### config.mk
export PLATFORM = sky130hd
export DESIGN_NAME = id_ex_stage_flat
export DESIGN_NICKNAME = d
export VERILOG_FILES = /design/src/rtl/mips_pkg.sv /design/src/rtl/id_ex_stage_if.sv /design/src/rtl/id_ex_stage_hazard_detect.sv /design/src/rtl/id_ex_stage.sv /design/src/flat_wrapper.sv
export SDC_FILE = /design/constraint.sdc
export NUM_CORES = 1
export LEC_CHECK = 0
export ABC_AREA = 1
export BUFFER_PORTS_ARGS = -buffer_cell sky130_fd_sc_hd__clkbuf_2
export CORE_ASPECT_RATIO = 1.75
export CORE_MARGIN = 8
export CORE_UTILIZATION = 30
export DETAILED_ROUTE_END_ITERATION = 6
export SLEW_MARGIN = 5
export SYNTH_ARGS = -nofsm -noshare
export SYNTH_HDL_FRONTEND = slang
export SYNTH_SLANG_ARGS = --single-unit
### constraint.sdc
create_clock -name clk -period 9.2 [get_ports clk]
set_clock_uncertainty 0.2 [all_clocks]
set_input_delay 2.76 -clock clk [delete_from_list [all_inputs] [get_ports clk]]
set_output_delay 2.76 -clock clk [all_outputs]
set_load 0.01 [all_outputs]
### src/rtl/mips_pkg.sv
// Shared MIPS pipeline constants: control bundle width and bit positions
// of the WB/M/EX control fields and the extra opcode flags.
package mips_pkg;

    localparam int CTRL_W = 9;
    localparam int EXT_W  = 4;

    // Control bundle bit positions: WB = [8:7], M = [6:4], EX = [3:0]
    localparam int WB_MEMTOREG = 8;
    localparam int WB_REGWRITE = 7;
    localparam int M_BRANCH    = 6;
    localparam int M_MEMREAD   = 5;
    localparam int M_MEMWRITE  = 4;
    localparam int EX_REGDST   = 3;
    localparam int EX_ALUSRC   = 2;
    localparam int EX_RTYPE    = 1;
    localparam int EX_BEQ      = 0;

    // Extra opcode flags
    localparam int EXT_BNE  = 3;
    localparam int EXT_ANDI = 2;
    localparam int EXT_ORI  = 1;
    localparam int EXT_ADDI = 0;

endpackage

### src/rtl/id_ex_stage_if.sv
// ID/EX stage bus. master = decode side driving ID fields, flush and hold
// and observing EX outputs; slave = the id_ex_stage register itself.
interface id_ex_stage_if #(
    parameter int DATA_W = 32,
    parameter int REG_W  = 5,
    parameter int CNT_W  = 16
);
    import mips_pkg::*;

    logic [CTRL_W-1:0] ctrl_in;
    logic [EXT_W-1:0]  ext_in;
    logic              j_in;
    logic [DATA_W-1:0] id_pc4;
    logic [DATA_W-1:0] id_rs_data;
    logic [DATA_W-1:0] id_rt_data;
    logic [DATA_W-1:0] id_imm;
    logic [REG_W-1:0]  id_rs;
    logic [REG_W-1:0]  id_rt;
    logic [REG_W-1:0]  id_rd;
    logic              flush;
    logic              hold;

    logic [CTRL_W-1:0] ex_ctrl;
    logic [EXT_W-1:0]  ex_ext;
    logic [DATA_W-1:0] ex_pc4;
    logic [DATA_W-1:0] ex_rs_data;
    logic [DATA_W-1:0] ex_rt_data;
    logic [DATA_W-1:0] ex_imm;
    logic [REG_W-1:0]  ex_rs;
    logic [REG_W-1:0]  ex_rt;
    logic [REG_W-1:0]  ex_rd;
    logic              pc_write;
    logic              ifid_write;
    logic [CNT_W-1:0]  stall_count;

    modport master (
        output ctrl_in, ext_in, j_in, id_pc4, id_rs_data, id_rt_data,
        output id_imm, id_rs, id_rt, id_rd, flush, hold,
        input  ex_ctrl, ex_ext, ex_pc4, ex_rs_data, ex_rt_data, ex_imm,
        input  ex_rs, ex_rt, ex_rd, pc_write, ifid_write, stall_count
    );

    modport slave (
        input  ctrl_in, ext_in, j_in, id_pc4, id_rs_data, id_rt_data,
        input  id_imm, id_rs, id_rt, id_rd, flush, hold,
        output ex_ctrl, ex_ext, ex_pc4, ex_rs_data, ex_rt_data, ex_imm,
        output ex_rs, ex_rt, ex_rd, pc_write, ifid_write, stall_count
    );

endinterface

### src/rtl/id_ex_stage_hazard_detect.sv
// Load-use hazard detector (combinational).
// Ports: i_ex_memread/i_ex_rt from EX, i_id_rs/i_id_rt/i_uses_* from ID,
// o_load_use high when the ID instruction needs the load's destination.
module hazard_detect #(
    parameter int REG_W = 5
) (
    input  logic             i_ex_memread,
    input  logic [REG_W-1:0] i_ex_rt,
    input  logic [REG_W-1:0] i_id_rs,
    input  logic [REG_W-1:0] i_id_rt,
    input  logic             i_uses_rs,
    input  logic             i_uses_rt,
    output logic             o_load_use
);

    logic w_rs_match;
    logic w_rt_match;

    assign w_rs_match = i_uses_rs && (i_ex_rt == i_id_rs);
    assign w_rt_match = i_uses_rt && (i_ex_rt == i_id_rt);

    // r0 is hardwired zero, so a load into it never creates a dependency
    assign o_load_use = i_ex_memread && (i_ex_rt != '0)
                      && (w_rs_match || w_rt_match);

endmodule

### src/rtl/id_ex_stage.sv
// ID/EX pipeline register with load-use bubble insertion, flush and hold.
// Ports: clk, rst (async active-high), bus (id_ex_stage_if.slave).
module id_ex_stage
    import mips_pkg::*;
#(
    parameter int DATA_W = 32,
    parameter int REG_W  = 5,
    parameter int CNT_W  = 16
) (
    input  logic          clk,
    input  logic          rst,
    id_ex_stage_if.slave  bus
);

    logic [CTRL_W-1:0] r_ctrl;
    logic [EXT_W-1:0]  r_ext;
    logic [DATA_W-1:0] r_pc4;
    logic [DATA_W-1:0] r_rs_data;
    logic [DATA_W-1:0] r_rt_data;
    logic [DATA_W-1:0] r_imm;
    logic [REG_W-1:0]  r_rs;
    logic [REG_W-1:0]  r_rt;
    logic [REG_W-1:0]  r_rd;
    logic [CNT_W-1:0]  r_cnt;

    logic w_uses_rs;
    logic w_uses_rt;
    logic w_load_use;
    logic w_hazard;
    logic w_bubble;

    // A jump does not read rs; rt is read by R-type, stores and branches
    assign w_uses_rs = ~bus.j_in;
    assign w_uses_rt = bus.ctrl_in[EX_REGDST]
                     | bus.ctrl_in[M_MEMWRITE]
                     | bus.ctrl_in[M_BRANCH]
                     | bus.ext_in[EXT_BNE];

    hazard_detect #(
        .REG_W (REG_W)
    ) u_hazard (
        .i_ex_memread (r_ctrl[M_MEMREAD]),
        .i_ex_rt      (r_rt),
        .i_id_rs      (bus.id_rs),
        .i_id_rt      (bus.id_rt),
        .i_uses_rs    (w_uses_rs),
        .i_uses_rt    (w_uses_rt),
        .o_load_use   (w_load_use)
    );

    // A squashed instruction cannot stall the pipe
    assign w_hazard = w_load_use & ~bus.flush;
    assign w_bubble = bus.flush | w_hazard;

    always_ff @(posedge clk or posedge rst) begin
        if (rst) begin
            r_ctrl    <= '0;
            r_ext     <= '0;
            r_pc4     <= '0;
            r_rs_data <= '0;
            r_rt_data <= '0;
            r_imm     <= '0;
            r_rs      <= '0;
            r_rt      <= '0;
            r_rd      <= '0;
            r_cnt     <= '0;
        end else if (!bus.hold) begin
            r_ctrl    <= w_bubble ? '0 : bus.ctrl_in;
            r_ext     <= w_bubble ? '0 : bus.ext_in;
            r_pc4     <= bus.id_pc4;
            r_rs_data <= bus.id_rs_data;
            r_rt_data <= bus.id_rt_data;
            r_imm     <= bus.id_imm;
            r_rs      <= bus.id_rs;
            r_rt      <= bus.id_rt;
            r_rd      <= bus.id_rd;
            if (w_hazard && (r_cnt != '1)) begin
                r_cnt <= r_cnt + 1'b1;
            end
        end
    end

    assign bus.ex_ctrl     = r_ctrl;
    assign bus.ex_ext      = r_ext;
    assign bus.ex_pc4      = r_pc4;
    assign bus.ex_rs_data  = r_rs_data;
    assign bus.ex_rt_data  = r_rt_data;
    assign bus.ex_imm      = r_imm;
    assign bus.ex_rs       = r_rs;
    assign bus.ex_rt       = r_rt;
    assign bus.ex_rd       = r_rd;
    assign bus.stall_count = r_cnt;

    // Front end stays enabled throughout reset
    assign bus.pc_write    = rst | ~(bus.hold | w_hazard);
    assign bus.ifid_write  = rst | ~(bus.hold | w_hazard);

endmodule

### src/flat_wrapper.sv
// flat-port wrapper written by rule: the top's interface ports become plain ports
module id_ex_stage_flat import mips_pkg::*;
#(
    parameter int DATA_W = 32,
    parameter int REG_W  = 5,
    parameter int CNT_W  = 16
)
  (clk, rst, bus_ctrl_in, bus_ext_in, bus_j_in, bus_id_pc4, bus_id_rs_data, bus_id_rt_data, bus_id_imm, bus_id_rs, bus_id_rt, bus_id_rd, bus_flush, bus_hold, bus_ex_ctrl, bus_ex_ext, bus_ex_pc4, bus_ex_rs_data, bus_ex_rt_data, bus_ex_imm, bus_ex_rs, bus_ex_rt, bus_ex_rd, bus_pc_write, bus_ifid_write, bus_stall_count);
  id_ex_stage_if #(.DATA_W(DATA_W), .REG_W(REG_W), .CNT_W(CNT_W)) bus_i ();
  input  logic clk;
  input  logic rst;
  input wire logic [$bits(bus_i.ctrl_in)-1:0] bus_ctrl_in;
  input wire logic [$bits(bus_i.ext_in)-1:0] bus_ext_in;
  input wire logic [$bits(bus_i.j_in)-1:0] bus_j_in;
  input wire logic [$bits(bus_i.id_pc4)-1:0] bus_id_pc4;
  input wire logic [$bits(bus_i.id_rs_data)-1:0] bus_id_rs_data;
  input wire logic [$bits(bus_i.id_rt_data)-1:0] bus_id_rt_data;
  input wire logic [$bits(bus_i.id_imm)-1:0] bus_id_imm;
  input wire logic [$bits(bus_i.id_rs)-1:0] bus_id_rs;
  input wire logic [$bits(bus_i.id_rt)-1:0] bus_id_rt;
  input wire logic [$bits(bus_i.id_rd)-1:0] bus_id_rd;
  input wire logic [$bits(bus_i.flush)-1:0] bus_flush;
  input wire logic [$bits(bus_i.hold)-1:0] bus_hold;
  output wire logic [$bits(bus_i.ex_ctrl)-1:0] bus_ex_ctrl;
  output wire logic [$bits(bus_i.ex_ext)-1:0] bus_ex_ext;
  output wire logic [$bits(bus_i.ex_pc4)-1:0] bus_ex_pc4;
  output wire logic [$bits(bus_i.ex_rs_data)-1:0] bus_ex_rs_data;
  output wire logic [$bits(bus_i.ex_rt_data)-1:0] bus_ex_rt_data;
  output wire logic [$bits(bus_i.ex_imm)-1:0] bus_ex_imm;
  output wire logic [$bits(bus_i.ex_rs)-1:0] bus_ex_rs;
  output wire logic [$bits(bus_i.ex_rt)-1:0] bus_ex_rt;
  output wire logic [$bits(bus_i.ex_rd)-1:0] bus_ex_rd;
  output wire logic [$bits(bus_i.pc_write)-1:0] bus_pc_write;
  output wire logic [$bits(bus_i.ifid_write)-1:0] bus_ifid_write;
  output wire logic [$bits(bus_i.stall_count)-1:0] bus_stall_count;
  assign bus_i.ctrl_in = bus_ctrl_in;
  assign bus_i.ext_in = bus_ext_in;
  assign bus_i.j_in = bus_j_in;
  assign bus_i.id_pc4 = bus_id_pc4;
  assign bus_i.id_rs_data = bus_id_rs_data;
  assign bus_i.id_rt_data = bus_id_rt_data;
  assign bus_i.id_imm = bus_id_imm;
  assign bus_i.id_rs = bus_id_rs;
  assign bus_i.id_rt = bus_id_rt;
  assign bus_i.id_rd = bus_id_rd;
  assign bus_i.flush = bus_flush;
  assign bus_i.hold = bus_hold;
  assign bus_ex_ctrl = bus_i.ex_ctrl;
  assign bus_ex_ext = bus_i.ex_ext;
  assign bus_ex_pc4 = bus_i.ex_pc4;
  assign bus_ex_rs_data = bus_i.ex_rs_data;
  assign bus_ex_rt_data = bus_i.ex_rt_data;
  assign bus_ex_imm = bus_i.ex_imm;
  assign bus_ex_rs = bus_i.ex_rs;
  assign bus_ex_rt = bus_i.ex_rt;
  assign bus_ex_rd = bus_i.ex_rd;
  assign bus_pc_write = bus_i.pc_write;
  assign bus_ifid_write = bus_i.ifid_write;
  assign bus_stall_count = bus_i.stall_count;
  id_ex_stage #(.DATA_W(DATA_W), .REG_W(REG_W), .CNT_W(CNT_W)) u_core (.clk(clk), .rst(rst), .bus(bus_i));
endmodule
==> metrics.log, run 1 <==
INFO  metric status = finished clean
INFO  metric placement.setup.worst_slack = 2.12 ns
INFO  metric comb_power_share = 13.8%
INFO  metric totalNegativeSetupSlack = 0 ns
INFO  metric first_pass_grt_wire_length = between 30 and 40 mm
INFO  metric max-clock-path-buffers = 2
INFO  metric reported_max_cap_violation_count = 0
INFO  metric placement_rows = 75
INFO  metric post_synth.cell_area_avg = 8.32 um2
INFO  metric floorplan.core_area = 23700 um2
INFO  metric timing.critical_path.to_type = primary output
INFO  metric via_per_inst = 4.32
INFO  metric worstMarginPinSlew = 1.13 ns
INFO  metric grt_util_all_layers = 16.1%
INFO  metric finalSetupViolations = 0
INFO  metric critPathArrivalTime = 4.02 ns
INFO  metric tritoncts_clock_tree = yes
INFO  metric regToRegSetupSlack = a little under 7 ns
INFO  metric worstReg2RegStart = u_core.bus.stall_count[0]
INFO  metric antenna_violating_nets_post_route = 0
INFO  metric p_sw = 505 uW
INFO  metric period_minus_slack = 6.98 ns
INFO  metric internal_power = 1320 uW
INFO  metric post-layout-total-power = 1830 uW
INFO  metric die_w = 133 um
INFO  metric timing.final.max_slew_violations = 0
INFO  metric final_common_cell = sky130_fd_sc_hd__nand2_1
INFO  metric cts.reportedPaths.clkPinSlew = 0.06 ns
INFO  metric maxSlewHeadroom = 24.8%
INFO  metric cts-root-buf = sky130_fd_sc_hd__clkbuf_16
INFO  metric initial_antenna_violation_count = 6
INFO  metric synth.yosys.seq_area_share = about three fifths
INFO  metric post-route-period-util = 75.9%
INFO  metric worstPathRequired = 6.24 ns
INFO  metric min_delay_worst_type = flop to flop
INFO  metric utilization_after_layout = 40.8%
INFO  metric critPathKind = input port to primary output
INFO  metric hpwlAfterDp = 17.6 mm
INFO  metric gp_routability_congestion = 0.778
INFO  metric htreeDepth = 4
INFO  metric worstHoldStart = u_core.bus.ex_rs_data[16]
INFO  metric fp.dieArea = 29300 um2
INFO  metric power-per-cell-area = around 190 nW/um2
INFO  metric critPathLaunchType = input port
INFO  metric power.static_leakage = 0.00577 uW
INFO  metric synth_fp_nets = 1024
INFO  metric postCtsSetupRepairBufs = 0
INFO  metric r2r_end = u_core.bus.stall_count[12]
INFO  metric wl_per_cell = 15.8 um
INFO  metric first_global_vias = 6711
INFO  metric timing.final.hold_violations = 0
INFO  metric drt-initial-drc-count = 358
INFO  metric power.share.sequential = a little under half
INFO  metric netlist_area = 7170 um2
INFO  metric switching_share = 27.6%
INFO  metric postLayoutSetupSlackWorst = 2.22 ns
INFO  metric clock_latency = 0.44 ns
INFO  metric most-common-layout-cells = sky130_fd_sc_hd__nand2_1, sky130_fd_sc_hd__clkbuf_2, sky130_fd_sc_hd__dfrtp_1
INFO  metric power.ir.vdd_worst = 125 uV
INFO  metric worst-path-max-fanout = 83
INFO  metric layout.area.seq = about 4300 um2
INFO  metric fillerInstances = 2453
INFO  metric yosysUniqueCellTypes = 24
INFO  metric place.port_buffers = 334
INFO  metric post_cts_resize_count = 0
INFO  metric cts_hold_bufs = 0
INFO  metric global_route.overflow_total = 0
INFO  metric drt_pre_antenna_iters = 4
INFO  metric initial_utilization = 30.2%
INFO  metric via_count = 6480
INFO  metric grt_start_max_net_pins = 101
INFO  metric routed_wl = ~24 mm
INFO  metric timing.hold.worst_endpoint = u_core.bus.ex_rs_data[16]
INFO  metric holdPathStages = 2
INFO  metric drive_above_1_share = 32.7%
INFO  metric flops_latches_synth = 172
INFO  metric area.growth.synth_to_final = 35.0%
INFO  metric num-nets-final = 1340
INFO  metric io_pins = 335
INFO  metric max_clock_freq = 143 MHz
INFO  metric die_h = 221 um
INFO  metric pwr-share-clk = 39.5%
INFO  metric synthesis.yosys.warnings = 0
INFO  metric numCtsBuffers = 17
INFO  metric cts_num_sinks = 172
INFO  metric netlist_instances = 862
INFO  metric rsz0062_at_grt = false
INFO  metric drcViolationCount = 0
INFO  metric ff2ff_path_depth = 7
INFO  metric multi_input_combinational_cell_area = 2500 um2
==> synthesized netlist by cell type <==
cell	count	share of area, %
sky130_fd_sc_hd__nand2_1	499	26
sky130_fd_sc_hd__dfrtp_1	172	60
sky130_fd_sc_hd__inv_1	41	2.1
sky130_fd_sc_hd__clkbuf_1	28	1.5
sky130_fd_sc_hd__nand3_1	24	1.7
sky130_fd_sc_hd__o21ai_0	23	1.6
sky130_fd_sc_hd__nor2_1	17	0.89
sky130_fd_sc_hd__o21bai_2	10	1.6
sky130_fd_sc_hd__xor2_1	9	1.1
sky130_fd_sc_hd__inv_2	6	0.31
sky130_fd_sc_hd__o21bai_1	6	0.63
sky130_fd_sc_hd__buf_1	5	0.26
sky130_fd_sc_hd__buf_2	5	0.35
sky130_fd_sc_hd__nor3_1	4	0.28
sky130_fd_sc_hd__buf_4	2	0.21
sky130_fd_sc_hd__buf_6	2	0.31
sky130_fd_sc_hd__nand4_1	2	0.17
sky130_fd_sc_hd__clkinv_1	1	0.052
sky130_fd_sc_hd__ha_1	1	0.17
sky130_fd_sc_hd__nand2_2	1	0.087
sky130_fd_sc_hd__nand3_2	1	0.14
sky130_fd_sc_hd__nand4_2	1	0.17
sky130_fd_sc_hd__nor2_4	1	0.16
sky130_fd_sc_hd__o21ai_1	1	0.070
==> through the flow <==
step	hold slack, ns	instances	instance area (um2)
final	0.278	1500	9680
after floorplan	0.272	862	7170
after global placement	0.261	1467	9090
after detailed placement	0.264	1467	9090
after CTS	0.282	1499	9670
after global routing	0.299	1499	9670
==> power by group through the flow <==
stage / clock network (uW) / registers (uW) / logic (uW)
after CTS: 747 / 854 / 260
after floorplan: 0 / 892 / 94.9
final: 723 / 854 / 252
after global placement: 0 / 866 / 257
after detailed placement: 0 / 867 / 259
after global routing: 772 / 861 / 284
==> cells by family after synthesis <==
| group | count (synthesis) | share of synthesized area (%) |
|---|---|---|
| buf+inv | 90 | 5.11 |
| xor+xnor | 9 | 1.10 |
| flops | 172 | 60.0 |
| compound gates | 40 | 3.87 |
| fa+ha+maj | 1 | 0.174 |
| simple gates | 550 | 29.7 |
==> critical path, stage by stage <==
cell	delay [ns]
sky130_fd_sc_hd__buf_6	0.43
sky130_fd_sc_hd__inv_4	0.42
sky130_fd_sc_hd__nand2_1	0.17
sky130_fd_sc_hd__nand2_1	0.09
sky130_fd_sc_hd__clkbuf_2	0.14
==> final cells by class <==
class	count	area share (%)
tap	308	3.98
antenna	1	0.0259
sequential	172	44.5
clock buffer	20	4.62
timing repair buffer	339	17.7
clock inverter	12	1.41
inverter	48	1.93
multi-input combinational	600	25.8
==> per-layer routing <==
metal / GRT usage [%] / share of wire, % / vias to the layer above
met2: 27.9 / 53 / 215
met4: 7.84 / 2.8 / 10
met5: 0 / 0.28 / -
met3: 6.14 / 6.7 / 50
li1: - / - / 3233
met1: 16.6 / 37 / 2972
==> flip-flops by register name, summed over array words and instances (netlist names) <==
signal	count
u_core.bus.ex_ctrl	9
u_core.bus.ex_ext	4
u_core.bus.ex_imm	32
u_core.bus.ex_pc4	32
u_core.bus.ex_rd	5
u_core.bus.ex_rs	5
u_core.bus.ex_rs_data	32
u_core.bus.ex_rt	5
u_core.bus.ex_rt_data	32
u_core.bus.stall_count	16
==> how the worst max path moves through the flow <==
stage               startpoint              to  depth (start not counted)
CTS                   bus_hold    bus_pc_write                          5
detailed placement    bus_hold    bus_pc_write                          5
floorplan                  rst    bus_pc_write                          3
finish                bus_hold    bus_pc_write                          5
global route          bus_hold  bus_ifid_write                          5
global placement      bus_hold  bus_ifid_write                          5
No activity file was read; power rests on OpenSTA's default activity.
==> run 2, diff against run 1 <==
==> constraint.sdc (replaced) <==
create_clock -name clk -period 6.35 [get_ports clk]
set_clock_uncertainty 0.2 [all_clocks]
set_input_delay 1.905 -clock clk [delete_from_list [all_inputs] [get_ports clk]]
set_output_delay 1.905 -clock clk [all_outputs]
set_load 0.01 [all_outputs]
==> metrics.log, run 2 (synthesis gave the netlist of run 1 again) <==
INFO  metric status = finished clean
INFO  metric p_sw = 737 uW (+46%)
INFO  metric io_pins = 335 (unchanged)
INFO  metric tightest_hold_margin = 0.276 ns (-0.00270 ns)
INFO  metric worstMarginPinSlew = 0.993 ns (-0.135 ns)
INFO  metric gp_routability_congestion = 0.810 (+4.2%)
INFO  metric first_pass_grt_wire_length = 36.7 mm (+0.25%)
INFO  metric min_delay_worst_type = flop to flop
INFO  metric first_global_vias = 6743 (+0.48%)
INFO  metric comb_power_share = 13.8% (about the same)
INFO  metric finalSetupViolations = 0 (unchanged)
INFO  metric num-nets-final = 1341 (+0.075%)
INFO  metric placement_rows = 75 (unchanged)
INFO  metric final-instance-count-excl-fill = 1501 (+0.067%)
INFO  metric period_minus_slack = ~5.0 ns
INFO  metric fillerInstances = 2451 (-0.082%)
INFO  metric cts_num_sinks = 172 (unchanged)
INFO  metric wl_per_cell = 15.7 um (about the same)
INFO  metric fp.dieArea = 29300 um2 (unchanged)
INFO  metric maxSlewHeadroom = 33.8% (+9.0 points)
INFO  metric timing.critical_path.to_type = primary output
INFO  metric routed_wl = 23.6 mm (about the same)
INFO  metric post-place-cells = 1468 (+0.068%)
INFO  metric power-per-cell-area = 272 nW/um2 (+44%)
INFO  metric critPathArrivalTime = 2.90 ns (-1.12 ns)
INFO  metric tritoncts_clock_tree = yes
INFO  metric timing.final.hold_violations = 0 (unchanged)
INFO  metric pwr-share-clk = 39.3% (-0.2 points)
INFO  metric cts-root-buf = sky130_fd_sc_hd__clkbuf_16
INFO  metric die_h = 221 um (unchanged)
INFO  metric post-route-period-util = 78.9%
INFO  metric numCtsBuffers = 17 (unchanged)
INFO  metric worst-path-max-fanout = 3 (-96%)
INFO  metric hpwlAfterDp = 17.5 mm (-0.39%)
INFO  metric die_w = 133 um (unchanged)
INFO  metric global_route.overflow_total = 0 (unchanged)
INFO  metric cts_hold_bufs = 0 (unchanged)
INFO  metric switching_share = 28.0% (+0.33 points)
INFO  metric timing.final.max_slew_violations = 0 (unchanged)
INFO  metric post_cts_resize_count = 0 (unchanged)
INFO  metric cts.reportedPaths.clkPinSlew = 0.06 ns (about the same)
INFO  metric max-clock-path-buffers = 2 (unchanged)
INFO  metric power.static_leakage = 0.00577 uW (+0.13%)
INFO  metric drive_above_1_share = 32.9% (+0.14 points)
INFO  metric final_common_cell = sky130_fd_sc_hd__nand2_1
INFO  metric antenna_violating_nets_post_route = 0 (unchanged)
INFO  metric initial_utilization = 30.2% (unchanged)
INFO  metric floorplan.core_area = 23700 um2 (unchanged)
INFO  metric initial_antenna_violation_count = 4 (-2)
INFO  metric via_count = 6473 (-0.11%)
INFO  metric grt_util_all_layers = 16.2% (+0.13 points)
INFO  metric drcViolationCount = 0 (unchanged)
INFO  metric grt_start_max_net_pins = 97 (-4.0%)
INFO  metric htreeDepth = 4 (unchanged)
INFO  metric rsz0062_at_grt = false
INFO  metric reported_max_cap_violation_count = 0 (unchanged)
INFO  metric drt_pre_antenna_iters = 4 (unchanged)
INFO  metric max_clock_freq = 200 MHz
INFO  metric critPathLaunchType = input port
INFO  metric worstPathRequired = 4.24 ns (-2.00 ns)
INFO  metric postCtsSetupRepairBufs = 0 (unchanged)
INFO  metric internal_power = 1900 uW (+44%)
INFO  metric via_per_inst = 4.31 (-0.17%)
INFO  metric power.ir.vdd_worst = 152 uV (+21%)
INFO  metric most-common-layout-cells = sky130_fd_sc_hd__nand2_1, sky130_fd_sc_hd__clkbuf_2, sky130_fd_sc_hd__dfrtp_1
INFO  metric power.share.sequential = 46.9% (+0.2 points)
INFO  metric clock_latency = 0.44 ns (about the same)
INFO  metric critPathKind = input port to primary output
INFO  metric place.port_buffers = 334 (unchanged)
INFO  metric drt-initial-drc-count = 274 (-23%)
INFO  metric area.growth.synth_to_final = 35.0% (about the same)
-- run 2: cell types whose count changed in the layout (fill, tap and decap cells not counted) --
cell                         change
sky130_fd_sc_hd__buf_4           +1
sky130_fd_sc_hd__bufinv_16       -1
sky130_fd_sc_hd__clkbuf_1        -1
sky130_fd_sc_hd__clkbuf_8        +2
sky130_fd_sc_hd__clkinv_4        +2
sky130_fd_sc_hd__clkinvlp_4      -1
sky130_fd_sc_hd__inv_6           -1
-- run 2: worst max-delay path, cell delays in order --
cell and delay, ns:
sky130_fd_sc_hd__clkbuf_2 0.09, sky130_fd_sc_hd__inv_1 0.06, sky130_fd_sc_hd__nand2_1 0.06, sky130_fd_sc_hd__nor2_1 0.17
sky130_fd_sc_hd__nor2_1 0.06, sky130_fd_sc_hd__nand3_1 0.08, sky130_fd_sc_hd__nand2_2 0.08, sky130_fd_sc_hd__nand3_2 0.10
sky130_fd_sc_hd__nand2_1 0.05, sky130_fd_sc_hd__nand2_1 0.10, sky130_fd_sc_hd__clkbuf_2 0.14
-- run 2: final timing paths --
path | slack (ns) | startpoint | end | depth (start not counted)
worst max-delay path | 1.34 | bus_ext_in[3] | bus_pc_write | 11
max in group asynchronous | 3.11 | rst | u_core.bus.ex_rt_data[9] | 4
worst min-delay path | 0.28 | u_core.bus.ex_imm[16] | u_core.bus.ex_imm[16] | 2
min in group asynchronous | 1.48 | rst | u_core.bus.ex_pc4[28] | 3
worst min register to register | 0.28 | u_core.bus.ex_imm[16] | u_core.bus.ex_imm[16] | 2
worst max register to register | 4.11 | u_core.bus.stall_count[0] | u_core.bus.stall_count[14] | 7
-- run 2: power groups by stage --
stage	registers, uW	clock network, uW	logic [uW]
finish	1240	1040	364
global route	1250	1110	413
CTS	1240	1070	377
detailed placement	1250	0	377
global placement	1250	0	372
floorplan	1290	0	137
-- run 2: per-layer routing --
metal	wire, um	part of all wire, %	global-route usage [%]
met1	8570	36	16.5
met2	12700	54	28.6
met3	1700	7.2	6.14
met4	600	2.5	7.57
met5	34	0.14	0
-- run 2: layout make-up --
type | count | area (um2) | share of cell area (%)
Timing Repair Buffer | 340 | 1720 | 17.8
Clock inverter | 11 | 108 | 1.11
Tap cell | 308 | 385 | 3.98
Inverter | 48 | 186 | 1.93
Clock buffer | 21 | 470 | 4.86
Multi-Input combinational cell | 600 | 2500 | 25.8
Sequential cell | 172 | 4300 | 44.5
Antenna cell | 1 | 2.50 | 0.0259
-- run 2: per-stage QoR --
step	cell area (um2)	utilization (%)	power [uW]	TNS [ns]	setup slack, ns
finish	9680	40.8	2640	0	1.34
global route	9680	40.8	2770	0	1.20
CTS	9680	40.8	2680	0	1.30
detailed placement	9100	38.3	1630	0	1.31
global placement	9100	38.3	1630	0	1.32
floorplan	7170	-	1430	-1.37	-0.797
